==> src/rtl/regfile_wb_arbiter_pkg.sv <==
// Shared definitions for the register-file writeback arbiter: register count,
// default widths, round-robin priority encoding and pending-counter bound.
package regfile_wb_arbiter_pkg;

  localparam int unsigned NREG   = 32;
  localparam int unsigned DW_DEF = 32;
  localparam int unsigned AW_DEF = 5;

  typedef enum logic {
    PRIO_A = 1'b0,
    PRIO_B = 1'b1
  } prio_e;

  // Worst case per register: both queues full of it plus one on the write port.
  function automatic int unsigned cnt_max(input int unsigned depth);
    return 2 * depth + 1;
  endfunction

endpackage

==> src/rtl/regfile_wb_arbiter_if.sv <==
// Writeback bus: two valid/ready sources, the registered register-file write
// port, and the per-register busy scoreboard.
interface regfile_wb_arbiter_if #(
  parameter int unsigned DW = 32,
  parameter int unsigned AW = 5
);

  logic                                    A_Valid;
  logic                                    A_Ready;
  logic [AW-1:0]                           A_Wr;
  logic [DW-1:0]                           A_D;
  logic                                    B_Valid;
  logic                                    B_Ready;
  logic [AW-1:0]                           B_Wr;
  logic [DW-1:0]                           B_D;
  logic [AW-1:0]                           Wr;
  logic [DW-1:0]                           D;
  logic                                    We;
  logic [regfile_wb_arbiter_pkg::NREG-1:0] Busy;
  logic                                    Idle;

  modport master (
    output A_Valid, A_Wr, A_D, B_Valid, B_Wr, B_D,
    input  A_Ready, B_Ready, Wr, D, We, Busy, Idle
  );

  modport slave (
    input  A_Valid, A_Wr, A_D, B_Valid, B_Wr, B_D,
    output A_Ready, B_Ready, Wr, D, We, Busy, Idle
  );

endinterface

==> src/rtl/regfile_wb_arbiter_fifo.sv <==
// Synchronous FIFO holding queued {register, data} writes for one writeback source.
module regfile_wb_arbiter_fifo #(
  parameter int unsigned DEPTH = 2,
  parameter int unsigned W     = 37
) (
  input  logic         clk,
  input  logic         rst,
  input  logic         push,
  input  logic [W-1:0] din,
  input  logic         pop,
  output logic [W-1:0] dout,
  output logic         full,
  output logic         empty
);

  localparam int unsigned PW  = $clog2(DEPTH);
  localparam logic [PW:0] ONE = 1;

  logic [W-1:0] mem [DEPTH];
  logic [PW:0]  wptr;
  logic [PW:0]  rptr;

  // Extra pointer bit distinguishes full from empty when the indices match.
  assign empty = (wptr == rptr);
  assign full  = (wptr[PW] != rptr[PW]) && (wptr[PW-1:0] == rptr[PW-1:0]);
  assign dout  = mem[rptr[PW-1:0]];

  always_ff @(posedge clk or posedge rst) begin
    if (rst) begin
      wptr <= '0;
      rptr <= '0;
    end else begin
      if (push && !full) begin
        wptr <= wptr + ONE;
      end
      if (pop && !empty) begin
        rptr <= rptr + ONE;
      end
    end
  end

  always_ff @(posedge clk) begin
    if (push && !full) begin
      mem[wptr[PW-1:0]] <= din;
    end
  end

endmodule

==> src/rtl/regfile_wb_arbiter.sv <==
// Shares the register-file write port between two queued writeback sources with
// round-robin arbitration, and tracks in-flight writes per register for hazard stalls.
module regfile_wb_arbiter
  import regfile_wb_arbiter_pkg::*;
#(
  parameter int unsigned DEPTH = 2,
  parameter int unsigned DW    = DW_DEF,
  parameter int unsigned AW    = AW_DEF,
  parameter int unsigned CW    = 3
) (
  input logic                 Clk,
  input logic                 Clr,
  regfile_wb_arbiter_if.slave bus
);

  localparam int unsigned   EW      = AW + DW;
  localparam logic [CW-1:0] CNT_MAX = CW'(cnt_max(DEPTH));

  logic          a_full, a_empty, a_push;
  logic          b_full, b_empty, b_push;
  logic [EW-1:0] a_dout, b_dout;
  logic          pop_a, pop_b;
  prio_e         prio;

  logic          we_q;
  logic [AW-1:0] wr_q;
  logic [DW-1:0] d_q;

  logic [CW-1:0]   cnt     [NREG];
  logic [CW-1:0]   cnt_nxt [NREG];
  logic [NREG-1:0] busy;

  // Writes to r0 complete the handshake but never enter a queue.
  assign a_push = bus.A_Valid & ~a_full & (bus.A_Wr != '0);
  assign b_push = bus.B_Valid & ~b_full & (bus.B_Wr != '0);

  assign bus.A_Ready = ~a_full;
  assign bus.B_Ready = ~b_full;
  assign bus.We      = we_q;
  assign bus.Wr      = wr_q;
  assign bus.D       = d_q;
  assign bus.Busy    = busy;
  assign bus.Idle    = a_empty & b_empty & ~we_q;

  regfile_wb_arbiter_fifo #(
    .DEPTH (DEPTH),
    .W     (EW)
  ) u_fifo_a (
    .clk   (Clk),
    .rst   (Clr),
    .push  (a_push),
    .din   ({bus.A_Wr, bus.A_D}),
    .pop   (pop_a),
    .dout  (a_dout),
    .full  (a_full),
    .empty (a_empty)
  );

  regfile_wb_arbiter_fifo #(
    .DEPTH (DEPTH),
    .W     (EW)
  ) u_fifo_b (
    .clk   (Clk),
    .rst   (Clr),
    .push  (b_push),
    .din   ({bus.B_Wr, bus.B_D}),
    .pop   (pop_b),
    .dout  (b_dout),
    .full  (b_full),
    .empty (b_empty)
  );

  always_comb begin
    pop_a = ~a_empty & (b_empty | (prio == PRIO_A));
    pop_b = ~b_empty & (a_empty | (prio == PRIO_B));
  end

  // The source just granted always drops to lowest priority.
  always_ff @(posedge Clk or posedge Clr) begin
    if (Clr) begin
      we_q <= 1'b0;
      wr_q <= '0;
      d_q  <= '0;
      prio <= PRIO_A;
    end else begin
      we_q <= pop_a | pop_b;
      if (pop_a) begin
        {wr_q, d_q} <= a_dout;
        prio        <= PRIO_B;
      end else if (pop_b) begin
        {wr_q, d_q} <= b_dout;
        prio        <= PRIO_A;
      end
    end
  end

  // Accepts increment, the end of a write-port cycle decrements; both may hit one register.
  always_comb begin
    cnt_nxt = '{default: '0};
    busy    = '0;
    for (int unsigned r = 0; r < NREG; r++) begin
      cnt_nxt[r] = cnt[r]
                 + CW'(a_push && (bus.A_Wr == AW'(r)))
                 + CW'(b_push && (bus.B_Wr == AW'(r)))
                 - CW'(we_q && (wr_q == AW'(r)));
      busy[r]    = (cnt[r] != '0);
    end
  end

  always_ff @(posedge Clk or posedge Clr) begin
    if (Clr) begin
      for (int unsigned r = 0; r < NREG; r++) begin
        cnt[r] <= '0;
      end
    end else begin
      for (int unsigned r = 0; r < NREG; r++) begin
        assert (cnt_nxt[r] <= CNT_MAX)
          else $error("pending counter out of range for register %0d", r);
        cnt[r] <= cnt_nxt[r];
      end
    end
  end

endmodule

==> src/flat_wrapper.sv <==
// flat-port wrapper written by rule: the top's interface ports become plain ports
module regfile_wb_arbiter_flat import regfile_wb_arbiter_pkg::*;
#(
  parameter int unsigned DEPTH = 2,
  parameter int unsigned DW    = DW_DEF,
  parameter int unsigned AW    = AW_DEF,
  parameter int unsigned CW    = 3
)
  (Clk, Clr, bus_A_Valid, bus_A_Wr, bus_A_D, bus_B_Valid, bus_B_Wr, bus_B_D, bus_A_Ready, bus_B_Ready, bus_Wr, bus_D, bus_We, bus_Busy, bus_Idle);
  regfile_wb_arbiter_if #(.DW(DW), .AW(AW)) bus_i ();
  input logic Clk;
  input logic Clr;
  input wire logic [$bits(bus_i.A_Valid)-1:0] bus_A_Valid;
  input wire logic [$bits(bus_i.A_Wr)-1:0] bus_A_Wr;
  input wire logic [$bits(bus_i.A_D)-1:0] bus_A_D;
  input wire logic [$bits(bus_i.B_Valid)-1:0] bus_B_Valid;
  input wire logic [$bits(bus_i.B_Wr)-1:0] bus_B_Wr;
  input wire logic [$bits(bus_i.B_D)-1:0] bus_B_D;
  output wire logic [$bits(bus_i.A_Ready)-1:0] bus_A_Ready;
  output wire logic [$bits(bus_i.B_Ready)-1:0] bus_B_Ready;
  output wire logic [$bits(bus_i.Wr)-1:0] bus_Wr;
  output wire logic [$bits(bus_i.D)-1:0] bus_D;
  output wire logic [$bits(bus_i.We)-1:0] bus_We;
  output wire logic [$bits(bus_i.Busy)-1:0] bus_Busy;
  output wire logic [$bits(bus_i.Idle)-1:0] bus_Idle;
  assign bus_i.A_Valid = bus_A_Valid;
  assign bus_i.A_Wr = bus_A_Wr;
  assign bus_i.A_D = bus_A_D;
  assign bus_i.B_Valid = bus_B_Valid;
  assign bus_i.B_Wr = bus_B_Wr;
  assign bus_i.B_D = bus_B_D;
  assign bus_A_Ready = bus_i.A_Ready;
  assign bus_B_Ready = bus_i.B_Ready;
  assign bus_Wr = bus_i.Wr;
  assign bus_D = bus_i.D;
  assign bus_We = bus_i.We;
  assign bus_Busy = bus_i.Busy;
  assign bus_Idle = bus_i.Idle;
  regfile_wb_arbiter #(.DEPTH(DEPTH), .DW(DW), .AW(AW), .CW(CW)) u_core (.Clk(Clk), .Clr(Clr), .bus(bus_i));
endmodule
==> config.mk <==
export PLATFORM = sky130hd
export DESIGN_NAME = regfile_wb_arbiter_flat
export DESIGN_NICKNAME = d
export VERILOG_FILES = /design/src/rtl/regfile_wb_arbiter_pkg.sv /design/src/rtl/regfile_wb_arbiter_if.sv /design/src/rtl/regfile_wb_arbiter_fifo.sv /design/src/rtl/regfile_wb_arbiter.sv /design/src/flat_wrapper.sv
export SDC_FILE = /design/constraint.sdc
export NUM_CORES = 1
export LEC_CHECK = 0
export CAP_MARGIN = 40
export CORE_MARGIN = 4
export CORE_UTILIZATION = 51
export CTS_CLUSTER_DIAMETER = 200
export DETAILED_ROUTE_END_ITERATION = 8
export PLACE_DENSITY_LB_ADDON = 0.05
export REMOVE_ABC_BUFFERS = 1
export SYNTH_ARGS = -nofsm -noshare
export SYNTH_HDL_FRONTEND = slang
export SYNTH_SLANG_ARGS = --single-unit
==> constraint.sdc <==
create_clock -name Clk -period 4.6 [get_ports Clk]
set_clock_uncertainty 0.2 [all_clocks]
set_input_delay 0.69 -clock Clk [delete_from_list [all_inputs] [get_ports Clk]]
set_output_delay 0.69 -clock Clk [all_outputs]
set_load 0.05 [all_outputs]
# Yosys cells after proc, flatten, opt, wreduce, memory -nomap -nowiden
# Memories as Yosys holds them, arrays and structs flattened.
# Cells that the tools add are included.
[totals]
register_bits = 143
latchBits = 0
ramBits = 148
mem_bits_ro = 0
in_bits = 78
wordCells = 412
memories = 2
[mem_list]
columns = ["memory", "depth", "word_bits", "read_ports", "rd_clocked_by_memory_dff", "write_ports", "line", "text"]
rows = [
  ["u_core.u_fifo_a.mem", 2, 37, 1, 0, 1, "regfile_wb_arbiter_fifo.sv:19", "logic [W-1:0] mem [DEPTH];"],
  ["u_core.u_fifo_b.mem", 2, 37, 1, 0, 1, "regfile_wb_arbiter_fifo.sv:19", ""],
]
[op_classes]
n_addsub = 100
multipliers = 0
n_div = 0
n_lt_le_gt_ge = 0
eq_ne = 99
shifts = 0
n_mux = 10
bitwise = 17
reduce_logical = 144
[op_table]
columns = ["cell", "count"]
rows = [
  ["5-bit == test, second input constant", 48],
  ["3-bit by 1-bit adder with 3-bit output", 64],
  ["5-bit by 4-bit == test with 1-bit output, second input constant", 24],
  ["1-bit logical AND", 102],
  ["3-bit nonzero test", 32],
  ["3-bit by 1-bit subtractor with 3-bit output", 32],
  ["32-bit two-way mux", 2],
  ["5-bit by 3-bit == test with 1-bit output, second input constant", 12],
  ["5-bit by 2-bit == test with 1-bit output, second input constant", 6],
  ["5-bit by 1-bit == test with 1-bit output, second input constant", 3],
  ["5-bit zero test", 3],
  ["5-bit two-way mux", 2],
  ["5-bit nonzero test", 2],
  ["2-bit by 1-bit adder with 2-bit output, second input constant", 4],
  ["1-bit bitwise AND", 8],
  ["1-bit two-way mux", 6],
  ["1-bit NOT", 6],
  ["2-bit == test", 2],
  ["1-bit zero test", 4],
  ["1-bit bitwise OR", 3],
  ["1-bit == test", 2],
  ["1-bit inequality test", 2],
  ["2-bit nonzero test", 1],
]

# Longest topological paths before layout
# Gate-level depths: netlist of run 1.
[depth]
ltp_word = 9
mapped_depth = 13
ltp_nobuf = 10

# By module
# A second synthesis of run 1 with hierarchy kept.
[unflattened]
cells_unflattened = 1065
area_unflattened_um2 = 14131.1
[modules_own_cells]
columns = ["mod", "n_inst", "cells_per_inst", "area_each_um2", "seq_area_each_um2"]
rows = [
  ["regfile_wb_arbiter", 1, 781, 8300.5, 3378.2],
  ["regfile_wb_arbiter_fifo", 2, 142, 2915.3, 2322.2],
]

# Least setup slack after synthesis of run 1
# Ideal clock, no wire load.
[synth_timing]
kind = "input to register"
start = "in bus_A_Wr[1]"
end = "mem u_core.u_fifo_a.mem[0][0], enable pin"
arrival_time_ps = 2793
slack_ps = 1172
path_stages = 3
path_buffers = 0
path_cell_list = "nor2_1 -> a221oi_2 -> nor2b_1"
[synth_via]
elab_chain_len = 5
[synth_lines]
columns = ["element", "line", "text"]
rows = [
  ["from (decl)", "flat_wrapper.sv:14", "input wire logic [$bits(bus_i.A_Wr)-1:0] bus_A_Wr;"],
  ["5-bit nonzero test", "regfile_wb_arbiter.sv:34", "assign a_push = bus.A_Valid & ~a_full & (bus.A_Wr != '0);"],
  ["1-bit bitwise AND", "regfile_wb_arbiter.sv:34", ""],
  ["1-bit logical AND", "regfile_wb_arbiter_fifo.sv:43", "if (push && !full) begin"],
  ["1-bit two-way mux", "regfile_wb_arbiter_fifo.sv:43", ""],
  ["1-bit two-way mux (implied by the code)", "regfile_wb_arbiter_fifo.sv:44", "mem[wptr[PW-1:0]] <= din;"],
  ["to (decl)", "regfile_wb_arbiter_fifo.sv:19", ""],
]
# No other way between the ends.

# Final worst setup path of run 1
[layout_timing]
start = "reg u_core.u_fifo_a.wptr[0]"
end = "out bus_Idle"
[layout_via]
elab_chain_len = 3
[layout_lines]
columns = ["element", "line", "text"]
rows = [
  ["from (decl)", "regfile_wb_arbiter_fifo.sv:20", "logic [PW:0] wptr;"],
  ["from (signal assigned)", "regfile_wb_arbiter_fifo.sv:34", "wptr <= wptr + ONE;"],
  ["2-bit == test", "regfile_wb_arbiter_fifo.sv:24", "assign empty = (wptr == rptr);"],
  ["1-bit bitwise AND (2 in series)", "regfile_wb_arbiter.sv:43", "assign bus.Idle = a_empty & b_empty & ~we_q;"],
  ["to (decl)", "flat_wrapper.sv:25", "output wire logic [$bits(bus_i.Idle)-1:0] bus_Idle;"],
]
# No other way between the ends.

==> impl_table.tex, run 1 <==
\begin{tabular}{lr}
\hline
Metric & Value \\
\hline
\multicolumn{2}{l}{\textbf{Timing}} \\
Fin worst setup slack & 0.801 ns \\
Endpoints failing setup & 0 \\
Actual transition at the worst max-transition pin & 0.779 ns \\
Slew Limit Fails & 0 \\
Final critical-path share of the clock period & 82.6\% \\
Number of hold violations in the final report & 0 \\
Minimum clock period after layout & 3.80 ns \\
Fmax & 263 MHz \\
RSZ-0062 raised after global routing & false \\
Worst max-slew margin expressed relative to the limit & 47.8\% \\
\multicolumn{2}{l}{\textbf{Setup path}} \\
Critical path's largest stage delay & 0.75 ns \\
Worst path bufs/invs & 2 \\
Library cell appearing most often on the critical path & nor2\_1 \\
Crit path DAT & 2.91 ns \\
Slowest cell on crit path & clkdlybuf4s50\_1 \\
Type of the worst setup path & register to output port \\
Top cell family by delay on the critical path & buffers and inverters \\
Crit. End Element & output port \\
Top fanout value on the critical path & 22 \\
Critical-path cell list & xor2\_4 -> buf\_16 -> nor2\_1 -> nand2\_1 -> nor2\_1 -> clkdlybuf4s50\_1 \\
Crit path launch type & register \\
Required @ worst endpoint & 3.71 ns \\
\multicolumn{2}{l}{\textbf{Route}} \\
Routed Wire Length & 31500 um \\
DRC violation count after routing & 0 \\
Remaining antenna violation count & 0 \\
Ratio of routed vias to standard cells & 5.37 \\
Total via count in the routed design & 8620 \\
Violation count after the first detailed-routing iteration & 630 \\
First-pass iteration count of the detailed router & 5 \\
Per-cell routed wire length & 19.7 um \\
\multicolumn{2}{l}{\textbf{CTS}} \\
Largest buffer count on any clock path & 3 \\
TritonCTS buffer count & 31 \\
Root cell of the clock tree & clkbuf\_16 \\
Level count of the clock H-tree & 1 \\
CTS sink count & 291 \\
Skew-Pair Late Insertion Delay & 0.54 ns \\
Register clock-pin slew on the reported worst setup and hold paths & 0.06 ns \\
Hold buffer count at CTS & 0 \\
TritonCTS clock tree & done \\
Post-CTS Setup Bufs & 0 \\
Number of instances resized during post-cts repair & 0 \\
\multicolumn{2}{l}{\textbf{Logic synthesis}} \\
Dominant cell by count in the synthesized netlist & inv\_1 \\
Syn Std Cell Area & 14000 um\^{}2 \\
Area share of the leading cell type in the synthesized netlist & 31.7\% \\
Top FF cell, synth & edfxtp\_1 \\
Proportion of synthesized chip area in sequential cells & 57.2\% \\
Post-synthesis cell type count & 40 \\
Fraction of registers with async set or reset after synthesis & 49.1\% \\
Count of flip-flops with a built-in enable after synthesis & 148 \\
Number of warnings reported in the yosys synthesis log & 0 \\
Cell type with the largest total area after synthesis & edfxtp\_1 \\
Post-Synthesis Cells & 1094 \\
Biggest area contributors in the synthesized netlist & edfxtp\_1 32\%, dfrtp\_1 26\%, fa\_1 9.1\%, mux2i\_1 5.3\%, inv\_1 4.4\% \\
Number of synthesized register bits & 291 \\
Mean instance size in the synthesized netlist & 12.8 um\^{}2 \\
Post-synth top cells & 163 x inv\_1, 148 x edfxtp\_1, 143 x dfrtp\_1 \\
\multicolumn{2}{l}{\textbf{Placement}} \\
Post-detailed-placement cell area & 15900 um\^{}2 \\
Estimated wirelength of the detail-placed design & 20700 um \\
Worst slack at placement & 0.806 ns \\
I/O Buffers & 150 \\
Final weighted congestion in routability-driven placement & 0.802 \\
\multicolumn{2}{l}{\textbf{Status}} \\
Result of the run & finished clean \\
\multicolumn{2}{l}{\textbf{Power}} \\
Static Leakage & 6.87 nW \\
Overall Power & 0.0136 W \\
VDD IR max & 442 uV \\
Power per cell area & 804 nW/um\^{}2 \\
\multicolumn{2}{l}{\textbf{Run}} \\
Max-cap violations & 0 \\
\multicolumn{2}{l}{\textbf{Floorplanning}} \\
Initial cell density of the core & 51.9\% \\
Core ar. & 27000 um\^{}2 \\
Die Y-Extent & 174 um \\
Std-Cell Rows & 60 \\
Die Outline Area & 30200 um\^{}2 \\
Chip width & 174 um \\
Ports placed on the boundary & 151 \\
\multicolumn{2}{l}{\textbf{Hold path}} \\
Hold WC Path Type & register to register \\
\multicolumn{2}{l}{\textbf{GRT}} \\
Global-route usage over all layers & 21.1\% \\
Pin count of the biggest net entering global routing & 64 \\
Number of antenna violations at the first check in global routing & 2 \\
First-pass GRT wire length & 50900 um \\
Total grt overflow & 0 \\
Via count of the first global-routing pass & 9171 \\
\multicolumn{2}{l}{\textbf{Layout}} \\
Number of fillers in the final layout & 2132 \\
Layout cells sized above 1 & 7.84\% \\
Count of inserted antenna diode cells & 0 \\
Number of nets in the final layout & 1413 \\
Layout overhead on the synthesized area & 20.4\% \\
Post-Layout Inst Area & 16900 um\^{}2 \\
\hline
\end{tabular}
-- final cells by class --
type	instances	area, um^2	share of cell area [%]
multi-input combinational	584	5160	30.5
clock inverter	13	90.1	0.533
tap	341	427	2.52
inverter	163	617	3.65
sequential	291	8030	47.5
timing repair buffer	168	1710	10.1
clock buffer	44	876	5.18
-- sequential cells by signal, summed over array words and instances, names as in the netlist, 5 cells and up --
name and flops:
u_core.bus.D 32, u_core.bus.Wr 5, u_core.cnt 96, u_core.u_fifo_a.mem 74, u_core.u_fifo_b.mem 74
-- per-stage QoR --
step                hold slack (ns)  util, %  cells  TNS [ns]
floorplan                     0.240        -   1038    -48.13
global placement              0.254     58.7   1544         0
detailed placement            0.261     59.0   1547         0
CTS                           0.271     62.5   1604         0
global route                  0.279     62.5   1604         0
finish                        0.267     62.5   1604         0
-- power breakdown --
part	internal [W]	switching, W
clock	0.00137	0.000987
combinational	0.00249	0.00418
sequential	0.00395	0.000612
total	0.00781	0.00578
-- final timing paths --
path                                         startpoint                       to  slack [ns]  depth (start not counted)
worst max-delay path            u_core.u_fifo_a.wptr[0]                 bus_Idle        0.80                          6
worst min-delay path                     u_core.cnt[80]           u_core.cnt[80]        0.27                          1
worst max register to register  u_core.u_fifo_a.wptr[0]           u_core.cnt[20]        1.30                         10
worst min register to register           u_core.cnt[80]           u_core.cnt[80]        0.27                          1
max in group asynchronous                           Clr  u_core.u_fifo_a.rptr[0]        2.97                          3
min in group asynchronous                           Clr           u_core.cnt[52]        0.36                          2
-- routing by layer --
| metal | global-route usage, % | part of all wire, % | wire [um] |
|---|---|---|---|
| met1 | 29.6 | 45 | 14100 |
| met2 | 34.7 | 48 | 15200 |
| met3 | 3.62 | 5.0 | 1590 |
| met4 | 5.51 | 2.3 | 710 |
| met5 | 0 | 0.086 | 27 |
-- placed cells by master (no fill, tap or decap), types with 3 or more instances in the layout --
cell type,n
inv_1,162
clkdlybuf4s50_1,150
edfxtp_1,148
dfrtp_1,141
mux2i_1,74
nor2_1,70
nand3_1,64
fa_1,64
o21ai_0,57
xnor2_1,46
or3_1,32
ha_1,32
clkbuf_16,32
xor2_1,27
a221oi_2,22
o21ai_1,18
a221oi_1,16
buf_4,13
nor3_1,9
nor2b_1,9
clkbuf_1,9
nand2_1,7
clkinv_2,7
and2_1,6
nand2b_1,5
buf_12,4
nand3b_1,3
clkinv_1,3
clkbuf_8,3
-- logic make-up (layout without fill, tap and decap cells) --
group / Yosys count / after routing / share of synthesized area [%]
other cells: 1 / 2 / 0.0267
mux: 74 / 74 / 5.28
xor+xnor: 77 / 77 / 4.97
buf+inv: 220 / 388 / 6.53
compound gates: 119 / 119 / 6.34
simple gates: 216 / 216 / 7.69
flops: 291 / 291 / 57.2
fa+ha+maj: 96 / 96 / 12.0
Power figures use the tool's default switching activity.
==> run 2: changes to the inputs <==
--- a/config.mk
+++ b/config.mk
@@ -7,7 +7,7 @@
 export LEC_CHECK = 0
 export CAP_MARGIN = 40
 export CORE_MARGIN = 4
-export CORE_UTILIZATION = 51
+export CORE_UTILIZATION = 54
 export CTS_CLUSTER_DIAMETER = 200
 export DETAILED_ROUTE_END_ITERATION = 8
 export PLACE_DENSITY_LB_ADDON = 0.05
==> constraint.sdc (replaced) <==
create_clock -name Clk -period 3.53 [get_ports Clk]
set_clock_uncertainty 0.2 [all_clocks]
set_input_delay 0.5295 -clock Clk [delete_from_list [all_inputs] [get_ports Clk]]
set_output_delay 0.5295 -clock Clk [all_outputs]
set_load 0.05 [all_outputs]
==> run 2 against run 1 <==
Final area is 1.7% higher. Non-clock buffer count increased by 25. Routed wire length rose by 2.3%. Worst setup slack got worse by 0.52 ns. Critical path depth down 2. Sequential power is 30% higher. Combinational power rose by 32%. Flip-flop and latch count is the same. Die area decreased by 5.3%. Count of clock-buffer cells in the layout is 5 lower. First-iteration DRC count decreased by 9.5%. Global-route usage up 1.9 points. Critical endpoint is now bus_A_Ready. Largest power group unchanged. Highest routed layer unchanged.
==> impl_table.tex, run 2 (synthesized netlist as in run 1, its figures left out) <==
\begin{tabular}{lr}
\hline
Metric & Value \\
\hline
\multicolumn{2}{l}{\textbf{Run}} \\
Max-cap violations & 0 (unchanged) \\
\multicolumn{2}{l}{\textbf{Floorplanning}} \\
Ports placed on the boundary & 151 (unchanged) \\
Die Y-Extent & 169 um (-2.7\%) \\
Chip width & 169 um (-2.7\%) \\
Std-Cell Rows & 58 (-3.3\%) \\
Die Outline Area & 28600 um\^{}2 (-5.3\%) \\
Initial cell density of the core & 55.2\% (+3.3 points) \\
Core ar. & 25400 um\^{}2 (-6.0\%) \\
\multicolumn{2}{l}{\textbf{CTS}} \\
Post-CTS Setup Bufs & 0 (unchanged) \\
Register clock-pin slew on the reported worst setup and hold paths & 0.06 ns (about the same) \\
Root cell of the clock tree & clkbuf\_16 \\
TritonCTS buffer count & 31 (unchanged) \\
Largest buffer count on any clock path & 3 (unchanged) \\
Skew-Pair Late Insertion Delay & 0.55 ns (about the same) \\
Level count of the clock H-tree & 1 (unchanged) \\
Number of instances resized during post-cts repair & 0 (unchanged) \\
TritonCTS clock tree & done \\
Hold buffer count at CTS & 0 (unchanged) \\
CTS sink count & 291 (unchanged) \\
\multicolumn{2}{l}{\textbf{Route}} \\
DRC violation count after routing & 0 (unchanged) \\
First-pass iteration count of the detailed router & 7 (+2) \\
Remaining antenna violation count & 0 (unchanged) \\
Routed Wire Length & 32300 um (+2.3\%) \\
Per-cell routed wire length & 19.9 um (+1.4\%) \\
Violation count after the first detailed-routing iteration & 570 (-9.5\%) \\
Total via count in the routed design & 8914 (+3.4\%) \\
Ratio of routed vias to standard cells & 5.51 (+2.5\%) \\
\multicolumn{2}{l}{\textbf{GRT}} \\
Number of antenna violations at the first check in global routing & 1 (-1) \\
Pin count of the biggest net entering global routing & 57 (-11\%) \\
First-pass GRT wire length & 51600 um (+1.5\%) \\
Total grt overflow & 0 (unchanged) \\
Global-route usage over all layers & 23.1\% (+1.9 points) \\
Via count of the first global-routing pass & 9385 (+2.3\%) \\
\multicolumn{2}{l}{\textbf{Placement}} \\
Placed instance count & 1561 (+0.90\%) \\
I/O Buffers & 150 (unchanged) \\
Estimated wirelength of the detail-placed design & 21000 um (+1.3\%) \\
Final weighted congestion in routability-driven placement & 0.853 (+6.4\%) \\
\multicolumn{2}{l}{\textbf{Timing}} \\
Number of hold violations in the final report & 0 (unchanged) \\
Minimum clock period after layout & 3.25 ns \\
Worst max-slew margin expressed relative to the limit & 36.6\% (-11 points) \\
Fmax & 308 MHz \\
Final critical-path share of the clock period & 92.0\% \\
RSZ-0062 raised after global routing & false \\
Slew Limit Fails & 0 (unchanged) \\
Actual transition at the worst max-transition pin & 0.947 ns (+0.168 ns) \\
Setup Total Neg Slack & 0 ns (unchanged) \\
Worst hold slack after final layout & 0.224 ns (-0.0432 ns) \\
Endpoints failing setup & 0 (unchanged) \\
\multicolumn{2}{l}{\textbf{Setup path}} \\
Top cell family by delay on the critical path & buffers and inverters \\
Slowest cell on crit path & clkdlybuf4s50\_1 \\
Critical-path cell list & xor2\_4 -> buf\_4 -> nand2\_1 -> clkdlybuf4s50\_1 \\
Top fanout value on the critical path & 41 (+86\%) \\
Type of the worst setup path & register to output port \\
Crit. End Element & output port \\
Crit path DAT & 2.52 ns (-0.39 ns) \\
Worst path bufs/invs & 2 (unchanged) \\
Required @ worst endpoint & 2.80 ns (-0.91 ns) \\
Crit path launch type & register \\
Critical path's largest stage delay & 0.74 ns (about the same) \\
\multicolumn{2}{l}{\textbf{Power}} \\
VDD IR max & 654 uV (+48\%) \\
Pint & 0.0107 W (+36\%) \\
Static Leakage & 7.05 nW (+2.6\%) \\
Gate power share & 48.4\% (-0.7 points) \\
Power per cell area & 1060 nW/um\^{}2 (+32\%) \\
Overall Power & 0.0182 W (+34\%) \\
Clk pwr share & 19.1\% (+1.7 points) \\
Switching portion of total power & 41.6\% (-0.91 points) \\
Portion of total power attributed to sequential cells & 32.5\% (-1.0 points) \\
Total net switching power & 0.00759 W (+31\%) \\
\multicolumn{2}{l}{\textbf{Layout}} \\
Number of fillers in the final layout & 1863 (-13\%) \\
Number of flip-flops under the largest register name & 96 (unchanged) \\
Layout overhead on the synthesized area & 22.5\% \\
Number of nets in the final layout & 1438 (+1.8\%) \\
Layout Cells excl Fill & 1618 (+0.87\%) \\
Count of inserted antenna diode cells & 0 (unchanged) \\
Biggest register & u\_core.cnt \\
Commonest non-fill, non-tap cell in the layout & inv\_1 \\
Most frequent cells in the layout & 162 x inv\_1, 149 x clkdlybuf4s50\_1, 148 x edfxtp\_1 \\
Utilization after layout & 67.7\% (+5.1 points) \\
Layout cells sized above 1 & 9.78\% (+1.9 points) \\
\multicolumn{2}{l}{\textbf{Status}} \\
Result of the run & finished clean \\
\multicolumn{2}{l}{\textbf{Hold path}} \\
Hold WC Path Type & input port to asynchronous set/reset pin \\
\hline
\end{tabular}
[run 2: cell count changes in the layout (fill, tap and decap cells not counted), moves of 2 or more]
cell	previous run	this run
buf_4	13	39
bufinv_16	1	8
clkbuf_8	3	0
clkinv_2	7	5
[run 2: final cells by class]
| type | count | area [um^2] | share of cell area, % |
|---|---|---|---|
| Clock buffer | 39 | 806 | 4.69 |
| Tap cell | 330 | 413 | 2.40 |
| Multi-Input combinational cell | 584 | 5150 | 29.9 |
| Sequential cell | 291 | 8030 | 46.7 |
| Inverter | 163 | 617 | 3.59 |
| Clock inverter | 18 | 293 | 1.70 |
| Timing Repair Buffer | 193 | 1880 | 11.0 |
[run 2: worst reg2reg max path, cell delays in order (launching register included)]
cell      delay [ns]
dfrtp_1         0.47
xnor2_2         0.20
a21boi_1        0.31
and2_1          0.37
nand3_1         0.17
ha_1            0.33
fa_1            0.39
inv_1           0.08
fa_1            0.17
xor2_1          0.17
xnor2_1         0.15
[run 2: path summary, 6_finish.rpt]
kind                                    startpoint  slack (ns)  depth (start not counted)        endpoint
min in group Clk                    u_core.cnt[59]        0.27                          1  u_core.cnt[59]
max                        u_core.u_fifo_a.wptr[1]        0.28                          4     bus_A_Ready
min reg2reg                         u_core.cnt[59]        0.27                          1  u_core.cnt[59]
min                                            Clr        0.22                          2  u_core.cnt[56]
max in group asynchronous                      Clr        2.16                          3  u_core.cnt[69]
max reg2reg                u_core.u_fifo_b.wptr[0]        0.45                         10   u_core.cnt[2]
[run 2: metrics by stage]
stage               worst slack, ns  instance area (um^2)
CTS                           0.245                 17200
finish                        0.281                 17200
detailed placement          0.00810                 16100
floorplan                     -1.86                 13700
global placement              0.107                 16100
global route                  0.199                 17200
[run 2: power by group through the flow]
stage	Sequential, W	Clock, W	Combinational, W
2_1_floorplan	0.00674	0	0.00516
3_3_place_gp	0.00593	0	0.00868
3_5_place_dp	0.00596	0	0.00886
4_1_cts	0.00592	0.00356	0.00892
5_1_grt	0.00609	0.00371	0.00970
6_report	0.00593	0.00349	0.00883
[run 2: per-layer routing]
metal | part of all wire [%] | vias to the layer above | GRT usage [%] | wire length [um]
li1 | - | 4040 | - | -
met1 | 42 | 4542 | 31.4 | 13700
met2 | 49 | 281 | 38.9 | 15900
met3 | 6.5 | 49 | 4.59 | 2100
met4 | 1.8 | 2 | 5.36 | 580
met5 | 0.040 | - | 0 | 13
